--- src/rtl/ifu_fetch_pkg.sv ---
// Shared definitions for the instruction-fetch unit: memory map defaults,
// the NOP encoding and the fetch-queue entry layout.
package ifu_fetch_pkg;

  localparam logic [31:0] IFU_RESET_PC = 32'h0000_3000;
  localparam logic [31:0] IFU_IM_BASE  = 32'h0000_3000;
  localparam int          IFU_IM_WORDS = 4096;
  localparam logic [31:0] NOP          = 32'h0000_0000;

  typedef struct packed {
    logic [31:0] pc;
    logic [31:0] instr;
    logic        err;
  } fetch_entry_t;

endpackage

--- src/rtl/ifu_fetch_queue.sv ---
// Two-entry circular fetch queue with synchronous flush; the flush overrides
// any push or pop issued in the same cycle.
module fetch_queue
  import ifu_fetch_pkg::*;
(
  input  logic         clk,
  input  logic         reset,
  input  logic         flush,
  input  logic         push,
  input  logic         pop,
  input  fetch_entry_t din,
  output fetch_entry_t dout,
  output logic [1:0]   count,
  output logic         empty
);

  fetch_entry_t mem [2];
  logic         rd_ptr;
  logic         wr_ptr;
  logic         do_push;
  logic         do_pop;

  assign do_push = push && !flush;
  assign do_pop  = pop && !flush && !empty;
  assign empty   = (count == 2'd0);
  assign dout    = mem[rd_ptr];

  always_ff @(posedge clk or negedge reset) begin
    if (!reset) begin
      rd_ptr <= 1'b0;
      wr_ptr <= 1'b0;
      count  <= 2'd0;
    end else if (flush) begin
      rd_ptr <= 1'b0;
      wr_ptr <= 1'b0;
      count  <= 2'd0;
    end else begin
      if (do_push) wr_ptr <= ~wr_ptr;
      if (do_pop)  rd_ptr <= ~rd_ptr;
      count <= count + {1'b0, do_push} - {1'b0, do_pop};
    end
  end

  // Entry storage is data only; validity is tracked by count.
  always_ff @(posedge clk) begin
    if (do_push) mem[wr_ptr] <= din;
  end

endmodule

--- src/rtl/ifu_fetch.sv ---
// Instruction-fetch initiator: sequential PC, single outstanding request to a
// synchronous-read instruction memory, range/alignment checking and redirects.
module ifu_fetch
  import ifu_fetch_pkg::*;
#(
  parameter logic [31:0] RESET_PC = IFU_RESET_PC,
  parameter logic [31:0] IM_BASE  = IFU_IM_BASE,
  parameter int          IM_WORDS = IFU_IM_WORDS,
  parameter int          DEPTH    = 2
) (
  input  logic        clk,
  input  logic        reset,
  output logic        im_req,
  output logic [31:0] im_addr,
  input  logic [31:0] im_rdata,
  input  logic        redirect,
  input  logic [31:0] redirect_pc,
  output logic        out_valid,
  input  logic        out_ready,
  output logic [31:0] out_pc,
  output logic [31:0] out_instr,
  output logic        out_err
);

  localparam logic [32:0] IM_LIMIT = {1'b0, IM_BASE} + (33'(IM_WORDS) << 2);

  function automatic logic addr_err(input logic [31:0] a);
    return (a[1:0] != 2'b00) || (a < IM_BASE) || ({1'b0, a} >= IM_LIMIT);
  endfunction

  fetch_entry_t push_entry;
  fetch_entry_t head;
  logic [31:0]  fetch_pc;
  logic [31:0]  req_pc;
  logic         req_err;
  logic         inflight;
  logic         cur_err;
  logic         issue;
  logic         push;
  logic         pop;
  logic         q_empty;
  logic [1:0]   count;
  logic [2:0]   occ;

  // Issue only when the returning word is certain to find a free slot.
  assign pop      = out_valid && out_ready;
  assign occ      = {1'b0, count} + {2'b00, inflight} + {2'b00, ~pop};
  assign issue    = reset && !redirect && (occ <= 3'(DEPTH));
  assign cur_err  = addr_err(fetch_pc);
  assign im_req   = issue && !cur_err;
  assign im_addr  = fetch_pc;

  // A response returning in a redirect cycle is stale and is discarded.
  assign push             = inflight && !redirect;
  assign push_entry.pc    = req_pc;
  assign push_entry.instr = req_err ? NOP : im_rdata;
  assign push_entry.err   = req_err;

  always_ff @(posedge clk or negedge reset) begin
    if (!reset) begin
      fetch_pc <= RESET_PC;
      inflight <= 1'b0;
    end else if (redirect) begin
      fetch_pc <= redirect_pc;
      inflight <= 1'b0;
    end else begin
      inflight <= issue;
      if (issue) fetch_pc <= fetch_pc + 32'd4;
    end
  end

  always_ff @(posedge clk) begin
    if (issue) begin
      req_pc  <= fetch_pc;
      req_err <= cur_err;
    end
  end

  fetch_queue u_queue (
    .clk   (clk),
    .reset (reset),
    .flush (redirect),
    .push  (push),
    .pop   (pop),
    .din   (push_entry),
    .dout  (head),
    .count (count),
    .empty (q_empty)
  );

  assign out_valid = !q_empty;
  assign out_pc    = out_valid ? head.pc    : 32'd0;
  assign out_instr = out_valid ? head.instr : 32'd0;
  assign out_err   = out_valid && head.err;

endmodule
--- config.mk ---
export PLATFORM = sky130hd
export DESIGN_NAME = ifu_fetch
export DESIGN_NICKNAME = d
export VERILOG_FILES = /design/src/rtl/ifu_fetch_pkg.sv /design/src/rtl/ifu_fetch_queue.sv /design/src/rtl/ifu_fetch.sv
export SDC_FILE = /design/constraint.sdc
export NUM_CORES = 1
export LEC_CHECK = 0
export ABC_AREA = 1
export CAP_MARGIN = 40
export CELL_PAD_IN_SITES_DETAIL_PLACEMENT = 1
export CELL_PAD_IN_SITES_GLOBAL_PLACEMENT = 1
export CORE_ASPECT_RATIO = 1.75
export CORE_MARGIN = 3
export CORE_UTILIZATION = 43
export CTS_BUF_LIST = sky130_fd_sc_hd__clkbuf_8 sky130_fd_sc_hd__clkbuf_16
export CTS_CLUSTER_SIZE = 14
export DETAILED_ROUTE_END_ITERATION = 16
export GPL_ROUTABILITY_DRIVEN = 0
export PLACE_DENSITY_LB_ADDON = 0.1
export SLEW_MARGIN = 20
export SYNTH_ARGS = -nofsm -noshare
export SYNTH_HDL_FRONTEND = slang
export SYNTH_SLANG_ARGS = --single-unit
export TNS_END_PERCENT = 1
--- constraint.sdc ---
create_clock -name clk -period 9.9 [get_ports clk]
set_input_delay 2.475 -clock clk [delete_from_list [all_inputs] [get_ports clk]]
set_output_delay 2.475 -clock clk [all_outputs]
set_load 0.02 [all_outputs]
==> metrics, run 1 <==
ys flop type=edfxtp_1; unique cell type count in the Yosys netlist=33; Worst Hold Class=register to register; Clk pin slew, worst setup/hold paths=60 ps; Layout Cells excl Fill=approximately 1300; Num CTS Buffers=17; Setup CP Type=input port to output port; largest net degree at the start of global routing=just under 70; combinational share of power=21.1%; Max Cap Viol=0; reg2reg path depth=11; Mapped Avg Cell Area=10.1 µm²; maximum clock frequency=~0.14 GHz; endpoints failing setup=0; max_slew headroom=roughly half; Worst VDD drop=around 110 µV; Worst Tran Pin Value=760 ps; post-synth top area share=a little under three fifths; status=completed; num rows=a little under 70; DR pass1 iterations=6; number of synthesized flops with an enable pin=between 150 and 200; Initial DRC Count=389; worst setup margin=~2500 ps; CTS Buffer Depth=2; Hold Vio Cnt, Final=0; Post-Layout Inst Area=between 10000 and 15000 µm²; Antenna diodes=0; Hold Buf Count CTS=0; GR Util All Layers=between 20% and 30%; initial antenna violation count=0; Detail Route met2 WL=12500 µm; core area=between 15000 and 20000 µm²; drt total wl=about 23000 µm; Crit path depth=12; Vias=roughly 6500; Leakage Power=between 4 and 5 nW; count leader, synth=nand2_1; critical path fanouts, max=4; sequential area share after synthesis=66.5%; RSZ-0062 raised after global routing=no; wire length on met3=approximately 570 µm; cell internal pwr=between 0.0015 and 0.002 W; Die W=114 µm; drt wl/cell=roughly 18 µm; fin crit share=between 70% and 80%; Period minus WS final=roughly 7400 ps; Root Buffer=clkbuf_16; post-route core utilization=a little under three fifths; Met1 Wirelength=9120 µm; Slowest-stage cell, CP=clkdlybuf4s50_1; port bufs=166; switching part of the total=between 20% and 30%; total gr overflow=0; Layout Nets=about 1100; RR Startpoint=u_queue.count[1]$_DFF_PN0_; placed cell count=around 1300; vias per cell=between 5 and 6; critical path startpoint=out_ready; Crit path top cell by count=nor2_1; Area contributors post-synth=edfxtp_1, nand2_1, dfrtp_1; Clk pwr share=about 30%; net switching power=approximately 0.0006 W; post-CTS sizing=0; clk sinks=200; post-route ant nets=0; register share of total power=about 49%; Post-DP HPWL=15600 µm; Top Family by Delay on Critical Path=buffers and inverters; postcts setup bufs=0; I/O pin count=167; die area=approximately 22000 µm²; Area growth, synth to finish=28.3%; CP max stage delay=620 ps; uppermost layer routed=met4; reg-to-reg endpoint=req_pc[24]$_DFFE_PP_; Startpoint Class=input port; CP required=around 7400 ps; share of cells above drive strength 1=5.97%; synthesized net count=941; Initial Utilization=a little over two fifths; worst-path cell chain=clkdlybuf4s50_1, inv_1, nor2_1, inv_1, fa_1, ha_1, nor2_1, nand2_1, nand2_1, nand3_2, nor2_1, clkdlybuf4s50_1; Crit path buffers/inverters=4; placed cell area=between 10000 and 15000 µm²; worst-skew pair later-pin latency=~430 ps; synthesized area=slightly below 9000 µm²; power per cell area=190 nW/µm²; H-tree depth=4; Critical Path End=im_req; TritonCTS clock tree=done; top post-synthesis cells by count=nand2_1, edfxtp_1, inv_1, nor2_1, a21oi_1; Die Span Y=just under 200 µm; setup TNS=0 ps; Syn. warnings=0; CP arrival=roughly 4900 ps; Worst R2R Setup Slack=between 6000 and 7000 ps; largest area contributor in the netlist=edfxtp_1; drt drc=0; Seq cells post-synth=200; FFs w/ async S/R, synth=18.5%; Synth Instances=866; first-pass GRT wire length=around 36000 µm; Final Max Slew Viols=0; endpoint class of the critical path=output port; vias in the first global route=roughly 7000; Place WS=approximately 2500 ps; Worst Skew=around 11 ps
-- power by group through the flow --
| stage | logic (W) | registers, W | clock network (W) |
|---|---|---|---|
| after global placement | 0.000448 | 0.00105 | 0 |
| after global routing | 0.000493 | 0.00105 | 0.000700 |
| after detailed placement | 0.000457 | 0.00106 | 0 |
| after CTS | 0.000460 | 0.00104 | 0.000665 |
| final | 0.000451 | 0.00104 | 0.000651 |
| after floorplan | 0.000221 | 0.00106 | 0 |
-- cell families after synthesis --
| kind of cell | share of synthesized area (%) |
|---|---|
| and+or+nand+nor | 20.1 |
| buffers and inverters | 5.94 |
| AOI/OAI and AO/OA | 5.60 |
| DFF | 66.5 |
| xor gates and xnor gates | 0.800 |
| adders and majority gates | 1.09 |
-- per-layer routing --
metal | GRT usage, % | vias up
met5 | 0 | -
li1 | - | 3151
met2 | 38.6 | 149
met4 | 9.03 | 0
met3 | 2.68 | 33
met1 | 24.2 | 3156
-- state kept, by name, indices dropped and copies added, names as in the netlist --
register	count
u_queue.mem	130
im_addr	32
req_pc	32
u_queue.count	2
inflight	1
req_err	1
u_queue.rd_ptr	1
u_queue.wr_ptr	1
-- cells in the final DEF, fill, tap and decap left out, drive strengths merged, types with 12 or more instances in the layout --
cell type        n
o21ai           23
dfrtp           35
nor2            84
clkdlybuf4s50  165
clkbuf          17
edfxtp         163
buf             12
nand3           48
a21oi           66
inv             98
nand2          283
-- stage by stage --
step                power (W)  hold WS [ps]
finish                0.00214           444
global route          0.00224           453
CTS                   0.00216           447
detailed placement    0.00151           432
global placement      0.00150           422
floorplan             0.00128           421
-- cell type report --
cell class              count  area, µm²
fillers                  2219       8670
clock buffers              17        425
inverters                  96        363
multi-input cells         537       2440
clock inverters            12        115
well taps                 245        307
flip-flops and latches    200       5820
repair buffers            177       1760
-- worst min path at each step --
stage	start	to	cells past startpoint
detailed placement	req_pc[0]$_DFFE_PP_	u_queue.mem[1][33]$_DFFE_PP_	0
CTS	req_pc[0]$_DFFE_PP_	u_queue.mem[0][33]$_DFFE_PP_	0
finish	req_pc[0]$_DFFE_PP_	u_queue.mem[1][33]$_DFFE_PP_	0
global placement	req_pc[21]$_DFFE_PP_	u_queue.mem[0][54]$_DFFE_PP_	0
global route	req_pc[26]$_DFFE_PP_	u_queue.mem[0][59]$_DFFE_PP_	0
floorplan	req_pc[0]$_DFFE_PP_	u_queue.mem[0][33]$_DFFE_PP_	0
No activity file was read; power rests on OpenSTA's default activity.
==> run 2, diff against run 1 <==
Settings changed: CORE_UTILIZATION 43 to 36.
Clock period 9.9 ns to 6.5 ns, I/O delays scaled along.
==> run 2 against run 1 <==
  * Final cell count is 4.8% higher
  * Core utilization is 8.3 points lower
  * Total power is 57% higher
  * Critical path depth stayed put
  * Clock skew is 3.1 ps lower
  * Setup slack worse by 1600 ps
  * Worst hold slack better by 0.59 ps
  * Cell area is 1.1% higher
  * Combinational power is 52% higher
  * Highest routed layer unchanged
==> metrics, run 2 (synthesis results as in run 1) <==
RR Startpoint=u_queue.count[0]$_DFF_PN0_; switching part of the total=~29%; postcts setup bufs=0; fin crit share=between 80 and 90%; Setup CP Type=input port to output port; Die W=between 100 and 150 µm; CP arrival=roughly 4000 ps; drt total wl=roughly 24000 µm; GR met2 Demand/Resource=between 30% and 40%; Final Max Slew Viols=0; Place WS=just under 900 ps; num rows=74; share of cells above drive strength 1=under 10%; Leakage Power=4.39 nW; Worst VDD drop=178 µV; Max Cap Viol=0; WHS=around 440 ps; drt wl/cell=17.5 µm; met3 Usage GRT=between 3 and 4%; initial antenna violation count=0; Die Span Y=about 210 µm; Worst Hold Class=register to register; max FFs per register=130; cell internal pwr=~0.0024 W; most frequent cells in the layout=nand2_1, clkdlybuf4s50_1, edfxtp_1; DR pass1 iterations=4; vias per cell=between 4 and 5; Hold Buf Count CTS=0; critical path startpoint=out_ready; post-route core utilization=around half; CTS Buffer Depth=2; largest reg by FF count=u_queue.mem; commonest non-fill, non-tap cell in the layout=nand2_1; endpoints failing setup=0; Clk pwr share=32.6%; vias in the first global route=around 7000; clk sinks=200; core area=between 20000 and 25000 µm²; total gr overflow=0; CP required=4880 ps; Initial DRC Count=about 400; critical path fanouts, max=4; post-route ant nets=0; net switching power=0.000960 W; busiest grt layer=met2; largest net degree at the start of global routing=between 60 and 70; I/O pin count=between 150 and 200; port bufs=around 170; worst-skew pair later-pin latency=between 400 and 500 ps; status=completed; Initial Utilization=a little under two fifths; Critical Path End=im_req; M1 GR Usage=21.0%; reg-to-reg endpoint=req_pc[30]$_DFFE_PP_; fillers=roughly 2700; Post-DP HPWL=16200 µm; Antenna diodes=0; Startpoint Class=input port; H-tree depth=4; endpoint class of the critical path=output port; register share of total power=47.0%; Worst Tran Pin Value=slightly below 800 ps; Root Buffer=clkbuf_16; Worst Skew=8.41 ps; maximum clock frequency=around 0.18 GHz; max_slew headroom=a little under half; GR Util All Layers=a little under a fifth; reg2reg path depth=11; Layout Nets=1103; power per cell area=296 nW/µm²; RSZ-0062 raised after global routing=no; first-pass GRT wire length=37100 µm; setup TNS=0 ps; die area=26300 µm²; post-CTS sizing=0; combinational share of power=slightly above 20%; Vias=~6400; worst setup margin=855 ps; Period minus WS final=5650 ps; drt drc=0; Num CTS Buffers=17; TritonCTS clock tree=done; Hold Vio Cnt, Final=0; Area growth, synth to finish=29.7%; Clk pin slew, worst setup/hold paths=roughly 70 ps; Worst R2R Setup Slack=3540 ps
[run 2: cell count changes in the layout (fill, tap and decap cells not counted)]
cell	delta
bufinv_16	+2
clkinv_4	+3
clkinv_1	-1
buf_12	-1
clkinvlp_4	-2
clkinv_2	+1
[run 2: final cells by class]
type                    instances  area [µm²]  share of cell area [%]
clock buffers                  17         425                    3.74
clock inverters                15         188                    1.65
inverters                      96         363                    3.19
multi-input cells             537        2440                    21.5
flip-flops and latches        200        5820                    51.3
well taps                     304         380                    3.35
repair buffers                176        1740                    15.3
[run 2: worst max-delay path: stages]
cell and delay, ps:
clkdlybuf4s50_1 460, inv_1 50, nor2_1 90, inv_1 90, fa_1 400, ha_1 200
nor2_1 80, nand2_1 50, nand2_1 80, nand3_2 100, nor2_1 160, clkdlybuf4s50_1 630
[run 2: stage by stage]
stage	cell area (µm²)	total power, W	instances
after floorplan	8760	0.00195	866
after global placement	10700	0.00230	1312
after detailed placement	10800	0.00231	1313
after CTS	11400	0.00342	1345
after global routing	11400	0.00353	1345
final	11400	0.00336	1345
[run 2: per-layer routing]
| metal | part of all wire (%) | routed length, µm | vias to the layer above |
|---|---|---|---|
| met4 | 3.1 | 720 | 0 |
| li1 | - | - | 3160 |
| met3 | 3.1 | 721 | 26 |
| met5 | 0 | 0 | - |
| met1 | 39 | 9260 | 3106 |
| met2 | 55 | 12900 | 128 |
[run 2: power by group through the flow]
stage | clock, W | sequential (W) | combinational (W)
detailed placement | 0 | 0.00161 | 0.000702
floorplan | 0 | 0.00162 | 0.000337
finish | 0.00110 | 0.00158 | 0.000687
CTS | 0.00113 | 0.00158 | 0.000707
global placement | 0 | 0.00161 | 0.000693
global route | 0.00117 | 0.00160 | 0.000761
[run 2: how the worst min path moves through the flow]
stage	slack [ps]	start	to	depth (start not counted)
2_1_floorplan	420	req_pc[0]$_DFFE_PP_	u_queue.mem[0][33]$_DFFE_PP_	0
3_3_place_gp	430	req_pc[25]$_DFFE_PP_	u_queue.mem[0][58]$_DFFE_PP_	0
3_5_place_dp	430	req_pc[10]$_DFFE_PP_	u_queue.mem[0][43]$_DFFE_PP_	0
4_1_cts	450	req_pc[13]$_DFFE_PP_	u_queue.mem[1][46]$_DFFE_PP_	0
5_1_grt	460	req_pc[13]$_DFFE_PP_	u_queue.mem[1][46]$_DFFE_PP_	0
6_report	440	req_pc[12]$_DFFE_PP_	u_queue.mem[1][45]$_DFFE_PP_	0
